`config.mk`:
```
export PLATFORM = sky130hd
export DESIGN_NAME = tc_timer
export DESIGN_NICKNAME = d
export VERILOG_FILES = /design/src/rtl/tc_timer_pkg.sv /design/src/rtl/tc_timer.sv
export SDC_FILE = /design/constraint.sdc
export NUM_CORES = 1
export LEC_CHECK = 0
export ABC_CLOCK_PERIOD_IN_PS = 3770
export CAP_MARGIN = 20
export CORE_MARGIN = 3
export CORE_UTILIZATION = 56
export CTS_BUF_LIST = sky130_fd_sc_hd__clkbuf_4 sky130_fd_sc_hd__clkbuf_8
export CTS_CLUSTER_SIZE = 16
export DETAILED_ROUTE_END_ITERATION = 10
export PLACE_DENSITY = 0.93
export SYNTH_ARGS = -nofsm -noshare
export SYNTH_HDL_FRONTEND = slang
export SYNTH_SLANG_ARGS = --single-unit
```
`constraint.sdc`:
```
create_clock -name clk -period 3.77 [get_ports clk]
set_input_delay 1.131 -clock clk [delete_from_list [all_inputs] [get_ports clk]]
set_output_delay 1.131 -clock clk [all_outputs]
set_load 0.005 [all_outputs]
```
`src/rtl/tc_timer_pkg.sv`:
```
// Shared definitions for the tc_timer register block: register indices, MODE codes,
// FSM state encodings and CTRL bit positions.
package tc_timer_pkg;

    localparam logic [1:0] TC_CTRL   = 2'd0;
    localparam logic [1:0] TC_PRESET = 2'd1;
    localparam logic [1:0] TC_COUNT  = 2'd2;
    localparam logic [1:0] TC_STATUS = 2'd3;

    localparam logic [1:0] TC_MODE_ONESHOT = 2'b00;
    localparam logic [1:0] TC_MODE_RELOAD  = 2'b01;

    localparam int TC_CTRL_EN_BIT  = 0;
    localparam int TC_CTRL_MODE_LO = 1;
    localparam int TC_CTRL_MODE_HI = 2;
    localparam int TC_CTRL_IM_BIT  = 3;

    typedef enum logic [1:0] {
        TC_IDLE = 2'b00,
        TC_LOAD = 2'b01,
        TC_CNT  = 2'b10,
        TC_INT  = 2'b11
    } tc_state_e;

endpackage

```
`src/rtl/tc_timer.sv`:
```
// Memory-mapped timer/counter: CTRL/PRESET/COUNT registers, countdown FSM, masked IRQ.
// Optional TC_STATUS_EN macro maps a STATUS register (with write-1 ack) at index 3.
module tc_timer
    import tc_timer_pkg::*;
#(
    parameter int CNT_W = 32
) (
    input  logic        clk,
    input  logic        reset,
    input  logic [31:2] Addr,
    input  logic        WE,
    input  logic [31:0] Din,
    output logic [31:0] Dout,
    output logic        IRQ
);

    tc_state_e          state_q, state_d;
    logic               en_q, en_d;
    logic [1:0]         mode_q, mode_d;
    logic               im_q, im_d;
    logic [CNT_W-1:0]   preset_q, preset_d;
    logic [CNT_W-1:0]   count_q, count_d;
    logic               irq_flag_q, irq_flag_d;

    logic [1:0]         idx;
    logic               wr_ctrl, wr_preset, sw_ack, irq_set, irq_drop;
    logic               unused_addr;

    assign idx         = Addr[3:2];
    assign unused_addr = ^Addr[31:4];
    assign wr_ctrl     = WE && (idx == TC_CTRL);
    assign wr_preset   = WE && (idx == TC_PRESET);

    always_comb begin
        state_d    = state_q;
        en_d       = en_q;
        mode_d     = mode_q;
        im_d       = im_q;
        preset_d   = preset_q;
        count_d    = count_q;
        irq_set    = 1'b0;
        irq_drop   = 1'b0;

        case (state_q)
            TC_IDLE: if (en_q) state_d = TC_LOAD;
            TC_LOAD: begin
                count_d = preset_q;
                state_d = TC_CNT;
            end
            TC_CNT: begin
                if (!en_q) begin
                    state_d = TC_IDLE;
                end else if (count_q > CNT_W'(1)) begin
                    count_d = count_q - CNT_W'(1);
                end else begin
                    // PRESET of 0 lands here too, so it expires like PRESET of 1.
                    count_d = '0;
                    irq_set = 1'b1;
                    state_d = TC_INT;
                end
            end
            default: begin
                if (mode_q == TC_MODE_RELOAD) begin
                    irq_drop = 1'b1;
                    state_d  = TC_LOAD;
                end else begin
                    en_d    = 1'b0;
                    state_d = TC_IDLE;
                end
            end
        endcase

        // Software writes override the FSM's EN clear in the INT cycle.
        if (wr_ctrl) begin
            en_d   = Din[TC_CTRL_EN_BIT];
            mode_d = Din[TC_CTRL_MODE_HI:TC_CTRL_MODE_LO];
            im_d   = Din[TC_CTRL_IM_BIT];
        end
        if (wr_preset) preset_d = Din[CNT_W-1:0];

`ifdef TC_STATUS_EN
        sw_ack = wr_ctrl || wr_preset || (WE && (idx == TC_STATUS) && Din[0]);
`else
        sw_ack = wr_ctrl || wr_preset;
`endif

        irq_flag_d = irq_flag_q;
        if (irq_drop || sw_ack) irq_flag_d = 1'b0;
        if (irq_set)            irq_flag_d = 1'b1;
    end

    always_ff @(posedge clk) begin
        if (reset) begin
            state_q    <= TC_IDLE;
            en_q       <= 1'b0;
            mode_q     <= 2'b00;
            im_q       <= 1'b0;
            preset_q   <= '0;
            count_q    <= '0;
            irq_flag_q <= 1'b0;
        end else begin
            state_q    <= state_d;
            en_q       <= en_d;
            mode_q     <= mode_d;
            im_q       <= im_d;
            preset_q   <= preset_d;
            count_q    <= count_d;
            irq_flag_q <= irq_flag_d;
        end
    end

    always_comb begin
        Dout = '0;
        case (idx)
            TC_CTRL: begin
                Dout[TC_CTRL_EN_BIT]                  = en_q;
                Dout[TC_CTRL_MODE_HI:TC_CTRL_MODE_LO] = mode_q;
                Dout[TC_CTRL_IM_BIT]                  = im_q;
            end
            TC_PRESET: Dout[CNT_W-1:0] = preset_q;
            TC_COUNT:  Dout[CNT_W-1:0] = count_q;
            default: begin
`ifdef TC_STATUS_EN
                Dout[4]   = irq_flag_q;
                Dout[2:1] = state_q;
                Dout[0]   = en_q;
`endif
            end
        endcase
    end

    assign IRQ = im_q & irq_flag_q;

endmodule

```
==> results.cfg <==
[outcome]
status = finished, final reports clean

[power]
ir_drop_mv = 0.3094
p_per_area_mw_per_mm2 = 365.9
p_sw_share_pct = 27.01
power.switching_uw = 514.0
p_leak_uw = 0.001846
power.internal_uw = 1389
power_frac_seq_pct = 41.8
comb_power_share_pct = 17.9
clock_power_share_pct = 40.3

[layout]
fillers = 497
antenna_cells = 0
syn2layout_area_growth_pct = 27.24
nNetsFinal = 687
fin_util_pct = 74.90
drive_above_1_share_pct = 8.857

[place]
place.gp.congestion = 0.8710
numPortBuffers = 69
place_hpwl_um = 7847

[yosys]
ys_top_cells_by_count = nand2_1 (112), dfxtp_1 (71), a21oi_1 (67), clkbuf_1 (40), nor2_1 (40)
synthCells = 566
yosysTopAreaCell = dfxtp_1
syn_area_mm2 = 0.004088
synth_top_area_share_pct = 34.77
syn_area_per_cell_um2 = 7.222
yosysUniqueCellTypes = 46
synth_edf_count = 0
ys_dominant_reg_cell = dfxtp_1
synthTopCellsByArea = dfxtp_1 (35%), nand2_1 (10%), a21oi_1 (8.2%)
async_flop_share_pct = 0
ys_ff_latch = 71
synth_seq_area_share_pct = 34.77
yosys_warnings = 0
syn-num-nets = 637
synth.most_common_cell = nand2_1

[clocking]
cts_sinks = 71
cts_max_level = 3
cts_buffer_depth = 2
cts_tree = done
cts-root-buf = clkbuf_8
insertion_delay_ns = 0.36
clkTransAtPathRegs_ns = 0.08
ctsHoldBuffers = 0
cts_made_buffers = 9

[floorplanning]
die_w_um = 91.44
die_h_um = 91.44
pin_count = 98
start_util_pct = 58.86
core_region_area_mm2 = 0.006944
die-area_mm2 = 0.008360
rows = 30

[setup_path]
slowest_delay_ns = 0.50
critical_path_class = in2out
start_kind = input port
path_cells = buf_2 > inv_2 > ha_4 > bufbuf_16 > nor2b_2 > clkdlybuf4s50_1
regToRegSetupSlack_ns = 0.95
critPathRequiredTime_ns = 2.64
timing.rr.end = count_q[30]$_SDFFE_PP0P_
endpoint_kind = primary output
reg2reg_depth = 8
arrival_ns = 2.54
worstReg2RegStart = count_q[0]$_SDFFE_PP0P_
critPathMaxFanout = 14
slowest_stage = clkdlybuf4s50_1

[global_routing]
grt_pass1_wl_um = 19820
grt_max_degree = 43
antenna_found_initial = 0
grt_overflow = 0
grt_pass1_vias = 4338
track_usage_pct = 28.72

[timing]
relSlewSlack_pct = 27.72
rsz0062_at_grt = false
slew_violations = 0
period_share_pct = 97.48
setup_viol = 0
layout_min_cycle_time_ns = 3.675
tightestPinTransition_ns = 1.080
max_freq_mhz = 272.1
fin_worst_skew_ns = 0.01153
hold_violations = 0
tns_ns = 0

[drt]
firstDrtPassIters = 6
vias = 4528
detail_route.wl_per_cell_um = 16.87
viasPerCell = 6.315
wirelength_um = 12100
drtIter0Drc = 473
drc = 0
detail-route-antenna-nets = 0

[job]
maxCapViolCount = 0

[min_path]
min_from = preset_q[22]$_SDFFE_PP0P_
holdPathEnd = preset_q[22]$_SDFFE_PP0P_
hold-path-cell-count = 2
hold_path.class = reg2reg
==> power groups by stage <==
stage               Combinational [uW]  Sequential (uW)  Clock (uW)
floorplan                          209              801           0
global placement                   303              809           0
detailed placement                 313              811           0
CTS                                336              794         765
global route                       369              798         788
finish                             342              795         766
==> area by class of cell <==
cell class / instances / area [um^2] / share of cell area, %
well taps: 96 / 120.1 / 2.309
flip-flops and latches: 71 / 1421 / 27.33
clock inverters: 5 / 105.1 / 2.021
repair buffers: 84 / 858.3 / 16.50
multi-input cells: 443 / 2525 / 48.54
inverters: 7 / 26.28 / 0.5052
clock buffers: 11 / 145.1 / 2.790
==> through the flow <==
step / instances / power [uW] / setup WS [ns] / area, um^2 / hold WS [ns]
finish: 717 / 1903 / 0.09519 / 5201 / 0.4714
global route: 717 / 1955 / 0.03531 / 5201 / 0.4975
CTS: 717 / 1896 / 0.002691 / 5204 / 0.4742
detailed placement: 699 / 1124 / -0.3914 / 4848 / 0.4618
global placement: 699 / 1112 / -0.3649 / 4848 / 0.4579
floorplan: 566 / 1010 / 0.5906 / 4088 / 0.4390
==> worst max-delay path: cells and delay by family <==
| family | cells | cell delay (ns) |
|---|---|---|
| simple gates | 1 | 0.14 |
| buf+inv | 4 | 0.97 |
| fa+ha+maj | 1 | 0.29 |
==> worst max path at each step <==
stage                     cells after the start  slack [ns]     from       end
after global routing                          7        0.04  Addr[2]   Dout[4]
after floorplan                               6        0.59  Addr[3]   Dout[0]
final                                         6         0.1  Addr[2]  Dout[12]
after detailed placement                      7       -0.39  Addr[2]  Dout[24]
after global placement                        7       -0.36  Addr[2]  Dout[29]
after CTS                                     6       0.003  Addr[2]  Dout[25]
==> layer usage <==
metal	global-route usage (%)	up-vias	wire, um
met5	0	-	0
met4	14.20	0	303
met3	5.551	32	1110
met2	47.53	275	5864
met1	35.41	2103	4817
li1	-	2118	-
==> flip-flops by register name (all words and copies together) (netlist names) <==
register    flops
state_q         2
preset_q       32
en_q            1
mode_q          2
count_q        32
im_q            1
irq_flag_q      1
==> cell families after synthesis <==
family / count (synthesis) / synth area share (%)
buffers and inverters: 52 / 4.867
adder cells (fa/ha/maj): 6 / 1.836
XOR/XNOR: 1 / 0.2143
AND/OR/NAND/NOR: 251 / 29.81
AO/OA/AOI/OAI: 181 / 27.52
flip-flops: 71 / 34.77
multiplexers: 4 / 0.9795
==> cells in the final DEF (no fill, tap or decap), types with 3 or more instances in the layout <==
master           netlist  layout
nand2_1              112     112
mux2i_1                4       4
a21oi_1               67      67
inv_1                  7       5
o31ai_1                5       5
nor4_1                 5       5
a21o_1                 3       3
nor2b_2                0       6
buf_4                  0       8
buf_2                  3       3
o21ai_0               36      36
nand3_1               19      19
nand2b_1               5       5
clkbuf_8               0      10
nor2_1                40      40
nor2b_1               30      24
a22oi_1               28      28
bufinv_16              0       3
or4_1                  3       3
ha_1                   6       3
clkdlybuf4s50_1        0      61
buf_6                  0       4
and2_1                 3       3
or3_1                  6       6
dlymetal6s2s_1         0       3
nor3_1                13      13
a211oi_1              24      24
ha_4                   0       3
dfxtp_1               71      71
a222oi_1               4       4
==> what timing repair did <==
item | CTS | global route
gates resized for setup | 25 | 6
cloned | 1 | 0
setup buffers | 1 | 0
pin swaps | 2 | 0
endpoints found under the setup margin | 32 | 27
Power figures use the tool's default switching activity.
